==> config.mk <==
export PLATFORM = sky130hd
export DESIGN_NAME = id_exe_ctrl
export DESIGN_NICKNAME = d
export VERILOG_FILES = /design/src/rtl/arm_pkg.sv /design/src/rtl/cond_check.sv /design/src/rtl/id_exe_ctrl.sv
export SDC_FILE = /design/constraint.sdc
export NUM_CORES = 1
export LEC_CHECK = 0
export CAP_MARGIN = 20
export CELL_PAD_IN_SITES_DETAIL_PLACEMENT = 0
export CELL_PAD_IN_SITES_GLOBAL_PLACEMENT = 1
export CORE_MARGIN = 2
export CORE_UTILIZATION = 31
export DETAILED_ROUTE_END_ITERATION = 12
export HOLD_SLACK_MARGIN = 0.15
export PLACE_DENSITY = 0.95
export SLEW_MARGIN = 10
export SYNTH_ARGS = -nofsm -noshare
export SYNTH_HDL_FRONTEND = slang
export SYNTH_SLANG_ARGS = --single-unit
==> constraint.sdc <==
create_clock -name clk -period 3.92 [get_ports clk]
set_input_delay 0.588 -clock clk [delete_from_list [all_inputs] [get_ports clk]]
set_output_delay 0.588 -clock clk [all_outputs]
set_load 0.1 [all_outputs]
==> src/rtl/arm_pkg.sv <==
// arm_pkg: constants and types shared by the ID-stage control logic.
//   - exe_cmd encodings driven to the EXE-stage ALU
//   - ARM data-processing opcodes (instr[24:21]) and condition codes (instr[31:28])
//   - bit positions of N, Z, C, V inside the 4-bit {N,Z,C,V} status vector
//   - the registered control bundle carried across the ID/EXE boundary
package arm_pkg;

  // ALU commands
  localparam logic [3:0] CMD_NOP = 4'b0000;
  localparam logic [3:0] CMD_MOV = 4'b0001;
  localparam logic [3:0] CMD_ADD = 4'b0010;
  localparam logic [3:0] CMD_ADC = 4'b0011;
  localparam logic [3:0] CMD_SUB = 4'b0100;
  localparam logic [3:0] CMD_SBC = 4'b0101;
  localparam logic [3:0] CMD_AND = 4'b0110;
  localparam logic [3:0] CMD_ORR = 4'b0111;
  localparam logic [3:0] CMD_EOR = 4'b1000;
  localparam logic [3:0] CMD_MVN = 4'b1001;

  // Data-processing opcodes
  localparam logic [3:0] OP_AND = 4'b0000;
  localparam logic [3:0] OP_EOR = 4'b0001;
  localparam logic [3:0] OP_SUB = 4'b0010;
  localparam logic [3:0] OP_ADD = 4'b0100;
  localparam logic [3:0] OP_ADC = 4'b0101;
  localparam logic [3:0] OP_SBC = 4'b0110;
  localparam logic [3:0] OP_TST = 4'b1000;
  localparam logic [3:0] OP_CMP = 4'b1010;
  localparam logic [3:0] OP_ORR = 4'b1100;
  localparam logic [3:0] OP_MOV = 4'b1101;
  localparam logic [3:0] OP_MVN = 4'b1111;

  // Condition codes
  localparam logic [3:0] COND_EQ = 4'b0000;
  localparam logic [3:0] COND_NE = 4'b0001;
  localparam logic [3:0] COND_CS = 4'b0010;
  localparam logic [3:0] COND_CC = 4'b0011;
  localparam logic [3:0] COND_MI = 4'b0100;
  localparam logic [3:0] COND_PL = 4'b0101;
  localparam logic [3:0] COND_VS = 4'b0110;
  localparam logic [3:0] COND_VC = 4'b0111;
  localparam logic [3:0] COND_HI = 4'b1000;
  localparam logic [3:0] COND_LS = 4'b1001;
  localparam logic [3:0] COND_GE = 4'b1010;
  localparam logic [3:0] COND_LT = 4'b1011;
  localparam logic [3:0] COND_GT = 4'b1100;
  localparam logic [3:0] COND_LE = 4'b1101;
  localparam logic [3:0] COND_AL = 4'b1110;
  localparam logic [3:0] COND_NV = 4'b1111;

  // Flag positions in {N,Z,C,V}
  localparam int FLAG_N = 3;
  localparam int FLAG_Z = 2;
  localparam int FLAG_C = 1;
  localparam int FLAG_V = 0;

  // Instruction class from instr[27:26]
  typedef enum logic [1:0] {
    FMT_DP  = 2'b00,
    FMT_MEM = 2'b01,
    FMT_BR  = 2'b10,
    FMT_BAD = 2'b11
  } instr_fmt_e;

  // Control bits that are zeroed for a bubble
  typedef struct packed {
    logic [3:0] exe_cmd;
    logic       mem_r_en;
    logic       mem_w_en;
    logic       wb_en;
    logic       b;
    logic       s;
  } ctrl_t;

endpackage

==> src/rtl/cond_check.sv <==
// cond_check: evaluates an ARM condition field against a {N,Z,C,V} flag vector.
//   cond  in  4  instr[31:28]
//   flags in  4  {N,Z,C,V}
//   pass  out 1  instruction is allowed to execute
module cond_check
  import arm_pkg::*;
(
  input  logic [3:0] cond,
  input  logic [3:0] flags,
  output logic       pass
);

  logic n, z, c, v;

  assign n = flags[FLAG_N];
  assign z = flags[FLAG_Z];
  assign c = flags[FLAG_C];
  assign v = flags[FLAG_V];

  always_comb begin
    pass = 1'b0;
    case (cond)
      COND_EQ: pass = z;
      COND_NE: pass = ~z;
      COND_CS: pass = c;
      COND_CC: pass = ~c;
      COND_MI: pass = n;
      COND_PL: pass = ~n;
      COND_VS: pass = v;
      COND_VC: pass = ~v;
      COND_HI: pass = c & ~z;
      COND_LS: pass = ~c | z;
      COND_GE: pass = (n == v);
      COND_LT: pass = (n != v);
      COND_GT: pass = ~z & (n == v);
      COND_LE: pass = z | (n != v);
      COND_AL: pass = 1'b1;
      default: pass = 1'b0;  // 1111 never executes
    endcase
  end

endmodule

==> src/rtl/id_exe_ctrl.sv <==
// id_exe_ctrl: ID-stage decode, condition evaluation, NZCV status register and
// the ID/EXE pipeline register for the 5-stage ARM pipeline.
//   clk, rst            clock; asynchronous active-high reset
//   instr, instr_valid  instruction from the IF/ID register
//   hazard              insert a bubble (data hazard)
//   freeze              hold every registered output and sr (memory stall)
//   flush               kill the instruction in ID (taken branch in EXE)
//   flags_in, exe_s     ALU flags and whether the EXE instruction sets them
//   exe_cmd .. dest     registered control / data fields for EXE
//   sr                  status register {N,Z,C,V}
//   two_src             combinational: second source register is read
module id_exe_ctrl
  import arm_pkg::*;
(
  input  logic        clk,
  input  logic        rst,
  input  logic [31:0] instr,
  input  logic        instr_valid,
  input  logic        hazard,
  input  logic        freeze,
  input  logic        flush,
  input  logic [3:0]  flags_in,
  input  logic        exe_s,
  output logic [3:0]  exe_cmd,
  output logic        mem_r_en,
  output logic        mem_w_en,
  output logic        wb_en,
  output logic        b,
  output logic        s,
  output logic        imm,
  output logic [11:0] shift_operand,
  output logic [23:0] imm24,
  output logic [3:0]  dest,
  output logic [3:0]  sr,
  output logic        two_src
);

  instr_fmt_e fmt;
  logic [3:0] opcode;
  ctrl_t      dec_ctrl;
  logic       dec_ok;
  logic       sr_write;
  logic [3:0] eff_flags;
  logic       cond_pass;

  ctrl_t      ctrl_q, ctrl_d;
  logic       imm_q, imm_d;
  logic [11:0] shift_q, shift_d;
  logic [23:0] imm24_q, imm24_d;
  logic [3:0] dest_q, dest_d;
  logic [3:0] sr_q, sr_d;

  assign fmt    = instr_fmt_e'(instr[27:26]);
  assign opcode = instr[24:21];

  // The EXE instruction's flags are forwarded so a condition in ID sees
  // the same value sr will hold after this edge.
  assign sr_write  = exe_s & ~freeze;
  assign eff_flags = sr_write ? flags_in : sr_q;

  cond_check u_cond_check (
    .cond  (instr[31:28]),
    .flags (eff_flags),
    .pass  (cond_pass)
  );

  // Raw decode, independent of validity, hazards and condition
  always_comb begin
    dec_ctrl = '0;
    dec_ok   = 1'b0;
    case (fmt)
      FMT_DP: begin
        dec_ok         = 1'b1;
        dec_ctrl.wb_en = 1'b1;
        dec_ctrl.s     = instr[20];
        case (opcode)
          OP_MOV:  dec_ctrl.exe_cmd = CMD_MOV;
          OP_MVN:  dec_ctrl.exe_cmd = CMD_MVN;
          OP_ADD:  dec_ctrl.exe_cmd = CMD_ADD;
          OP_ADC:  dec_ctrl.exe_cmd = CMD_ADC;
          OP_SUB:  dec_ctrl.exe_cmd = CMD_SUB;
          OP_SBC:  dec_ctrl.exe_cmd = CMD_SBC;
          OP_AND:  dec_ctrl.exe_cmd = CMD_AND;
          OP_ORR:  dec_ctrl.exe_cmd = CMD_ORR;
          OP_EOR:  dec_ctrl.exe_cmd = CMD_EOR;
          OP_CMP: begin
            dec_ctrl.exe_cmd = CMD_SUB;
            dec_ctrl.wb_en   = 1'b0;
            dec_ctrl.s       = 1'b1;
          end
          OP_TST: begin
            dec_ctrl.exe_cmd = CMD_AND;
            dec_ctrl.wb_en   = 1'b0;
            dec_ctrl.s       = 1'b1;
          end
          default: dec_ok = 1'b0;
        endcase
      end
      FMT_MEM: begin
        dec_ok           = 1'b1;
        dec_ctrl.exe_cmd = CMD_ADD;  // address = base + offset
        dec_ctrl.mem_r_en = instr[20];
        dec_ctrl.mem_w_en = ~instr[20];
        dec_ctrl.wb_en    = instr[20];
      end
      FMT_BR: begin
        dec_ok     = instr[25];
        dec_ctrl.b = instr[25];
      end
      default: dec_ok = 1'b0;
    endcase
  end

  // Register-operand DP ops other than MOV/MVN read Rm; STR reads Rd as data.
  assign two_src = ((fmt == FMT_DP) && !instr[25] && (opcode != OP_MOV) && (opcode != OP_MVN))
                || ((fmt == FMT_MEM) && !instr[20]);

  always_comb begin
    ctrl_d  = ctrl_q;
    imm_d   = imm_q;
    shift_d = shift_q;
    imm24_d = imm24_q;
    dest_d  = dest_q;
    sr_d    = sr_write ? flags_in : sr_q;

    // A flush overrides freeze; data fields follow ID whenever the stage moves.
    if (flush || !freeze) begin
      imm_d   = instr[25];
      shift_d = instr[11:0];
      imm24_d = instr[23:0];
      dest_d  = instr[15:12];
    end

    if (flush) begin
      ctrl_d = '0;
    end else if (!freeze) begin
      if (instr_valid && !hazard && cond_pass && dec_ok) begin
        ctrl_d = dec_ctrl;
      end else begin
        ctrl_d = '0;
      end
    end
  end

  always_ff @(posedge clk or posedge rst) begin
    if (rst) begin
      ctrl_q  <= '0;
      imm_q   <= 1'b0;
      shift_q <= '0;
      imm24_q <= '0;
      dest_q  <= '0;
      sr_q    <= '0;
    end else begin
      ctrl_q  <= ctrl_d;
      imm_q   <= imm_d;
      shift_q <= shift_d;
      imm24_q <= imm24_d;
      dest_q  <= dest_d;
      sr_q    <= sr_d;
    end
  end

  assign exe_cmd       = ctrl_q.exe_cmd;
  assign mem_r_en      = ctrl_q.mem_r_en;
  assign mem_w_en      = ctrl_q.mem_w_en;
  assign wb_en         = ctrl_q.wb_en;
  assign b             = ctrl_q.b;
  assign s             = ctrl_q.s;
  assign imm           = imm_q;
  assign shift_operand = shift_q;
  assign imm24         = imm24_q;
  assign dest          = dest_q;
  assign sr            = sr_q;

endmodule

==> results of run 1 <==
[registers in the layout (all words and copies together), names as in the netlist]
signal         flops
exe_cmd            4
s                  1
mem_r_en           1
b                  1
shift_operand     11
sr                 4
imm                1
imm24             13
mem_w_en           1
wb_en              1
[worst register-to-register path, cell delays in order, from the launching register on]
cell and delay (ns):
dfrtp_1 0.41, mux2i_2 0.20, inv_2 0.08, a22o_1 0.25
a221oi_2 0.34, nand4_4 0.21, a32o_1 0.28
[power by group]
part	switching (mW)	internal [mW]	total, mW
Sequential	0.0201	0.420	0.440
Clock	0.133	0.142	0.275
Combinational	0.419	0.146	0.564
Total	0.571	0.708	1.28
[worst paths after layout]
path / end / slack, ns / cells past startpoint
setup / recovery: exe_cmd[0]$_DFFE_PP0P_ / 1.11 / 8
hold / removal: imm24[19]$_DFFE_PP0P_ / 0.47 / 2
setup reg to reg: exe_cmd[0]$_DFFE_PP0P_ / 2.04 / 6
hold reg to reg: imm24[19]$_DFFE_PP0P_ / 0.47 / 2
max in group asynchronous: imm24[20]$_DFFE_PP0P_ / 2.85 / 3
min in group asynchronous: shift_operand[6]$_DFFE_PP0P_ / 0.73 / 3
[Yosys cell counts (all sizes together) (2+ instances only)]
master  count
mux2        3
a22o        4
dfrtp      38
mux2i       4
clkbuf     13
o21a        2
o21ai       3
nor2        6
nor3        2
a32o        6
nand4       2
nor2b       6
nand2b      2
nand2      80
inv         7
xor2        4
a21oi       5
nor4        3
buf        18
[cells in the final DEF, fill, tap and decap left out, types with 3 or more instances in the layout]
master,Yosys,final
clkdlybuf4s50_1,0,96
nand2_1,80,80
dfrtp_1,38,38
nor2_1,6,6
a32o_1,6,6
clkbuf_8,0,6
inv_1,6,5
nor2b_1,6,5
a21oi_1,5,5
xor2_1,4,4
a22o_1,4,4
mux2_2,3,3
nor4_1,3,3
mux2i_1,3,3
o21ai_0,3,3
buf_4,16,3
[metrics by stage]
stage,instance area [µm²],worst slack [ns],utilization [%],hold WS (ns),cells
2_1_floorplan,1997,0.9810,-,0.7010,225
4_1_cts,2987,1.111,47.58,0.4718,378
6_report,2987,1.112,47.58,0.4676,378
5_1_grt,2987,0.9547,47.58,0.4967,378
3_3_place_gp,2895,0.9107,46.12,0.4495,370
3_5_place_dp,2895,0.7957,46.12,0.4560,370
[layer usage]
metal / GRT usage [%] / vias to the layer above
met5: 0 / -
met4: 4.106 / 0
met3: 2.753 / 2
met2: 25.04 / 53
met1: 20.32 / 819
li1: - / 876
[final cells by class]
class	count	area (µm²)	area share [%]
Timing Repair Buffer	99	983.4	32.93
Sequential cell	38	950.9	31.84
Multi-Input combinational cell	149	838.3	28.07
Tap cell	77	96.34	3.226
Clock buffer	7	86.33	2.891
Inverter	7	26.28	0.8798
Clock inverter	1	5.005	0.1676
[cells by family after synthesis]
| logic type | after synthesis | synth area share (%) |
|---|---|---|
| compound gates | 28 | 11.47 |
| mux | 7 | 3.884 |
| xor+xnor | 5 | 2.193 |
| simple gates | 109 | 24.31 |
| buf+inv | 38 | 10.53 |
| flops | 38 | 47.62 |
==> summary.txt, run 1 <==
Placer Congestion: 0.8089
Post-CTS Setup Bufs: 0
synth-to-layout area growth: 49.56%
cts hold-fix bufs: 0
Most used DFF post-synth: dfrtp_1
ant diodes: 0
initial core utilization: 31.81%
total power: 1.279 mW
Synth cell types: 41
DRC Markers: 0
Hold Path Class: register to register
reg2reg start: sr[2]$_DFF_PP0_
Die Y: 84.26 µm
met3 routed WL: 264 µm
Synth async-reset ratio: 100.0%
Hold Crit Start: imm24[19]$_DFFE_PP0P_
worst path bufs/invs: 2
I/O Pins: 98
WP data required: 4.09 ns
fin crit period: 2.808 ns
Routed WL: 5.218 mm
PD cells: 428.3 nW/µm²
htree depth: 2
Die Wd: 84.26 µm
setup TNS: 0 ns
CTS Buf Count: 5
largest net degree at the start of global routing: 39
Slew headroom: 33.56%
Setup Crit Path Kind: primary input to register
CTS tree: yes
top routing layer in use: met4
Post-synth EDFFs: 0
Synth Warn #: 0
GRT Overall Usage: 15.09%
wl on met1: 2.349 mm
DRT antenna net count: 0
Clock Tree Buf Depth: 2
post-synthesis sequential area ratio: 47.62%
layout cell share with drive strength beyond 1: 6.645%
critical path's slowest cell: nor2b_1
final hold violation count: 0
first-pass GRT wire length: 8.714 mm
WP data arrival: 2.98 ns
Crit. End Element: register
total number of vias: 1750
Tcrit/Tclk final: 71.64%
CTS sink cnt: 38
Setup-failing EPs final: 0
worst vdd ir: 0.0002670 V
LEAKAGE: 1.333 nW
top-area cell type share of the netlist area: 47.62%
RSZ-0062 raised after global routing: false
clock skew: 0.003395 ns
core area: 6277 µm²
Max FO, Critical Path: 9
synthesized area per cell: 8.875 µm²
Top delay family on crit path: compound AO/OA/AOI/OAI gates
fmax: 356.1 MHz
HPWL Detailed: 3.774 mm
Via density: 4.630
filler cell count: 603
worst skew pair latency: 0.28 ns
number of nets in the layout: 343
number of synthesized register bits: 38
slew at the pin closest to its max-slew limit: 0.9936 ns
FP Rows: 29
outcome: finished clean
initial antenna violation count: 0
port bufs: 97
area leader, netlist: dfrtp_1
DR WL/cell: 13.80 µm
Pre-antenna DRT Iters: 4
Worst-path clk slew: 0.07 ns
Post-Syn Nets: 268
Synth Instances: 225
met2 wire len: 2.584 mm
number of max-cap violations: 0
CTS root buf: clkbuf_8
Syn Std Cell Area: 1997 µm²
Max stage delay on crit path: 0.47 ns
gr ovfl total: 0
Startpoint Class: primary input
top post-synthesis cells by area: dfrtp_1 48%, nand2_1 15%, buf_4 6.0%
Initial DRC Count: 41
vias in the first global route: 1780
worst-path cell chain: clkdlybuf4s50_1 -> nor2b_1 -> mux2i_2 -> inv_2 -> a22o_1 -> a221oi_2 -> nand4_4 -> a32o_1
fin. max-slew vios: 0
Worst Setup SP: freeze
Die Area: 7100 µm²
cts repair resizes: 0
(Power assumes the default switching activity.)
==> inputs of run 2 (changes only) <==
--- a/config.mk
+++ b/config.mk
@@ -9,10 +9,10 @@
 export CELL_PAD_IN_SITES_DETAIL_PLACEMENT = 0
 export CELL_PAD_IN_SITES_GLOBAL_PLACEMENT = 1
 export CORE_MARGIN = 2
-export CORE_UTILIZATION = 31
+export CORE_UTILIZATION = 26
 export DETAILED_ROUTE_END_ITERATION = 12
 export HOLD_SLACK_MARGIN = 0.15
-export PLACE_DENSITY = 0.95
+export PLACE_DENSITY = 0.87
 export SLEW_MARGIN = 10
 export SYNTH_ARGS = -nofsm -noshare
 export SYNTH_HDL_FRONTEND = slang
==> constraint.sdc (replaced) <==
create_clock -name clk -period 2.45 [get_ports clk]
set_input_delay 0.3675 -clock clk [delete_from_list [all_inputs] [get_ports clk]]
set_output_delay 0.3675 -clock clk [all_outputs]
set_load 0.1 [all_outputs]
==> summary.txt, run 2 (synthesis results as in run 1) <==
outcome: finished clean
vias in the first global route: 1764
reg2reg start: sr[2]$_DFF_PP0_
I/O Pins: 98
fin crit period: 2.268 ns
Die Wd: 91.64 µm
HPWL Detailed: 4.020 mm
WP data required: 2.63 ns
CTS root buf: clkbuf_8
initial core utilization: 27.24%
clock skew: 0.004842 ns
final hold violation count: 0
CTS sink cnt: 38
Pre-antenna DRT Iters: 4
GRT Overall Usage: 12.86%
Die Area: 8398 µm²
Crit. End Element: register
Worst-path clk slew: 0.07 ns
Slew headroom: 40.13%
Place WS: -0.1760 ns
filler cell count: 704
Clock Tree Buf Depth: 2
WP data arrival: 2.44 ns
Worst Setup SP: exe_s
Hold Crit Start: imm24[20]$_DFFE_PP0P_
initial antenna violation count: 0
DR WL/cell: 13.13 µm
core area: 7331 µm²
Setup Crit Path Kind: primary input to register
Die Y: 91.64 µm
Via density: 4.461
Max FO, Critical Path: 9
Setup-failing EPs final: 0
ant diodes: 0
Hold Path Class: register to register
gr ovfl total: 0
worst vdd ir: 0.0002155 V
number of max-cap violations: 0
port bufs: 97
DRT antenna net count: 0
DRC Markers: 0
hold_ws: 0.4683 ns
worst skew pair latency: 0.28 ns
RSZ-0062 raised after global routing: false
total number of vias: 1820
final non-filler cell area: 2973 µm²
slew at the pin closest to its max-slew limit: 0.8980 ns
fin. max-slew vios: 0
Startpoint Class: primary input
first-pass GRT wire length: 8.638 mm
area post-placement: 2875 µm²
most frequent cells in the layout: 80 x nand2_1, 63 x buf_4, 42 x clkdlybuf4s50_1
PD cells: 687.7 nW/µm²
FP Rows: 31
Tcrit/Tclk final: 92.56%
total power: 2.045 mW
Initial DRC Count: 56
CTS tree: yes
fmax: 441.0 MHz
commonest non-fill, non-tap cell in the layout: nand2_1
Routed WL: 5.357 mm
Worst Slack Setup Final: 0.1824 ns
Placer Congestion: 0.8776
LEAKAGE: 1.449 nW
number of nets in the layout: 351
CTS Buf Count: 5
largest net degree at the start of global routing: 39
layout cell share with drive strength beyond 1: 27.51%
max reg flops: 13
synth-to-layout area growth: 48.87%
setup TNS: 0 ns
htree depth: 2
==> run 2: cell types whose count changed in the layout (fill, tap and decap cells not counted), sizes merged <==
cell,change
buf,+62
clkdlybuf4s50,-54
clkinv,-1
inv,+1
==> run 2: final timing paths <==
path,cells after the start,endpoint,slack [ns]
max,8,exe_cmd[3]$_DFFE_PP0P_,0.18
min,2,imm24[20]$_DFFE_PP0P_,0.47
max reg2reg,6,exe_cmd[3]$_DFFE_PP0P_,0.59
min reg2reg,2,imm24[20]$_DFFE_PP0P_,0.47
max in group asynchronous,3,sr[2]$_DFF_PP0_,1.60
min in group asynchronous,3,shift_operand[2]$_DFFE_PP0P_,0.51
==> run 2: metal layers <==
metal	wire length, µm	GRT usage [%]	vias up
met4	40	3.283	0
li1	-	-	892
met2	2631	21.63	62
met3	309	3.944	4
met1	2375	16.03	862
met5	0	0	-
==> run 2: final cells by class <==
type | count | area [µm²] | area share [%]
clock buffer | 7 | 86.33 | 2.904
inverter | 7 | 26.28 | 0.8838
tap | 99 | 123.9 | 4.167
timing repair buffer | 107 | 933.4 | 31.40
multi-input combinational | 149 | 847.1 | 28.49
clock inverter | 1 | 5.005 | 0.1684
sequential | 38 | 950.9 | 31.99
==> run 2: power breakdown <==
group / switching (mW) / leakage (nW) / internal, mW / total, mW
clock network: 0.209 / 0.0482 / 0.227 / 0.436
registers: 0.0323 / 0.471 / 0.672 / 0.705
logic: 0.678 / 0.929 / 0.226 / 0.904
total: 0.919 / 1.45 / 1.13 / 2.04
==> run 2: what timing repair did <==
item,in CTS,in global routing
endpoints found under the setup margin,0,6
hold buffers,0,0
buffers inserted,0,0
resized for setup,0,2
==> run 2: critical path: stages <==
cell and delay (ns):
clkdlybuf4s50_1 0.46, nor2b_2 0.18, mux2i_2 0.28, inv_2 0.08, a22o_1 0.25, a221oi_2 0.35
nand4_4 0.21, a32o_1 0.28
==> run 2: through the flow <==
step	util (%)	cells
floorplan	-	225
detailed placement	39.22	400
global placement	39.22	400
finish	40.55	408
global route	40.55	408
CTS	40.47	408
==> inputs of run 3 (changes only) <==
--- a/config.mk
+++ b/config.mk
@@ -9,10 +9,10 @@
 export CELL_PAD_IN_SITES_DETAIL_PLACEMENT = 0
 export CELL_PAD_IN_SITES_GLOBAL_PLACEMENT = 1
 export CORE_MARGIN = 2
-export CORE_UTILIZATION = 26
+export CORE_UTILIZATION = 25
 export DETAILED_ROUTE_END_ITERATION = 12
 export HOLD_SLACK_MARGIN = 0.15
-export PLACE_DENSITY = 0.87
+export PLACE_DENSITY = 0.85
 export SLEW_MARGIN = 10
 export SYNTH_ARGS = -nofsm -noshare
 export SYNTH_HDL_FRONTEND = slang
==> summary.txt, run 3 (synthesis results as in run 1) <==
Placer Congestion: 0.7866
LEAKAGE: 1.466 nW
Slew headroom: 40.52%
outcome: finished clean
final hold violation count: 0
hold_ws: 0.4696 ns
Crit. End Element: register
Via density: 4.391
synth-to-layout area growth: 50.63%
slew at the pin closest to its max-slew limit: 0.8922 ns
layout cell share with drive strength beyond 1: 27.24%
first-pass GRT wire length: 8.300 mm
Setup Crit Path Kind: primary input to register
Max FO, Critical Path: 9
vias in the first global route: 1694
WP data arrival: 2.49 ns
Post-CTS Setup Bufs: 0
CTS root buf: clkbuf_8
RSZ-0062 raised after global routing: false
Die Area: 8719 µm²
clock share of power: 24.4%
Cell Int Power: 1.209 mW
Place WS: -0.1648 ns
Initial DRC Count: 54
CTS Buf Count: 5
initial antenna violation count: 0
largest net degree at the start of global routing: 39
worst skew pair latency: 0.28 ns
number of nets in the layout: 354
Worst Slack Setup Final: 0.1304 ns
gr ovfl total: 0
total number of vias: 1818
Setup-failing EPs final: 0
port bufs: 97
ant diodes: 0
fin. max-slew vios: 0
fmax: 431.1 MHz
PD cells: 709.6 nW/µm²
Die Y: 93.38 µm
DRT antenna net count: 0
core area: 7727 µm²
most frequent cells in the layout: 80 x nand2_1, 66 x buf_4, 42 x clkdlybuf4s50_1
area post-placement: 2902 µm²
Tcrit/Tclk final: 94.68%
FP Rows: 32
worst vdd ir: 0.0002249 V
I/O Pins: 98
number of max-cap violations: 0
total power: 2.135 mW
CTS tree: yes
filler cell count: 767
htree depth: 2
max reg flops: 13
CTS sink cnt: 38
HPWL Detailed: 4.038 mm
fin crit period: 2.320 ns
cts repair resizes: 0
GRT Overall Usage: 12.19%
Clock Tree Buf Depth: 2
final core occ: 38.92%
commonest non-fill, non-tap cell in the layout: nand2_1
Startpoint Class: primary input
DRC Markers: 0
final non-filler cell area: 3008 µm²
Worst-path clk slew: 0.07 ns
Pre-antenna DRT Iters: 4
DR WL/cell: 12.94 µm
Comb power frac: 42.6%
clock skew: 0.005405 ns
Sw Pwr: 0.9253 mW
Routed WL: 5.356 mm
switching fraction of total power: 43.35%
Hold Path Class: register to register
Die Wd: 93.38 µm
sequential share of power: 33.0%
initial core utilization: 25.84%
WP data required: 2.62 ns
cts hold-fix bufs: 0
run 3: changes by cell type in the layout (fill, tap and decap cells not counted):
cell	previous run	this run
nor2b_2	2	1
nor2b_1	4	5
clkbuf_1	1	2
clkbuf_8	6	5
bufinv_16	0	1
clkinv_2	1	0
mux2i_2	2	1
buf_4	63	66
mux2i_1	2	3
run 3: area by class of cell:
class	count	area [µm²]	area share [%]
Timing Repair Buffer	110	955.9	31.78
Multi-Input combinational cell	149	840.8	27.95
Sequential cell	38	950.9	31.61
Clock inverter	1	30.03	0.9983
Tap cell	102	127.6	4.243
Inverter	7	26.28	0.8735
Clock buffer	7	76.32	2.537
run 3: layer usage:
layer / up-vias / global-route usage (%) / share of wire, %
met5: - / 0 / 0
met4: 0 / 3.064 / 1.5
met3: 9 / 3.546 / 6.6
met2: 64 / 19.90 / 48
met1: 854 / 15.84 / 44
li1: 891 / - / -
run 3: critical path, stage by stage:
cell and delay, ns:
clkdlybuf4s50_1 0.45, nor2b_1 0.12, buf_4 0.14, mux2i_2 0.27, inv_2 0.06, a22o_1 0.24
a221oi_2 0.35, nand4_4 0.21, a32o_1 0.27
run 3: final timing paths:
check	from	endpoint	cells after the start	slack, ns
max in group asynchronous	rst	sr[0]$_DFF_PP0_	3	1.59
worst max-delay path	exe_s	mem_w_en$_DFFE_PP0P_	9	0.13
min in group asynchronous	rst	imm24[14]$_DFFE_PP0P_	3	0.51
worst min register to register	imm24[22]$_DFFE_PP0P_	imm24[22]$_DFFE_PP0P_	2	0.47
worst min-delay path	imm24[22]$_DFFE_PP0P_	imm24[22]$_DFFE_PP0P_	2	0.47
worst max register to register	sr[2]$_DFF_PP0_	mem_w_en$_DFFE_PP0P_	6	0.57
run 3: per-stage QoR:
step	cells	TNS (ns)
final	414	0
after global placement	406	-0.6956
after CTS	414	0
after global routing	414	0
after floorplan	225	0
after detailed placement	406	-1.300
run 3: power by group through the flow:
| stage | clock, mW | sequential, mW | combinational (mW) |
|---|---|---|---|
| 3_5_place_dp | 0 | 0.718 | 0.914 |
| 3_3_place_gp | 0 | 0.716 | 0.910 |
| 6_report | 0.520 | 0.705 | 0.910 |
| 5_1_grt | 0.564 | 0.712 | 0.948 |
| 4_1_cts | 0.538 | 0.706 | 0.916 |
| 2_1_floorplan | 0 | 1.05 | 0.359 |
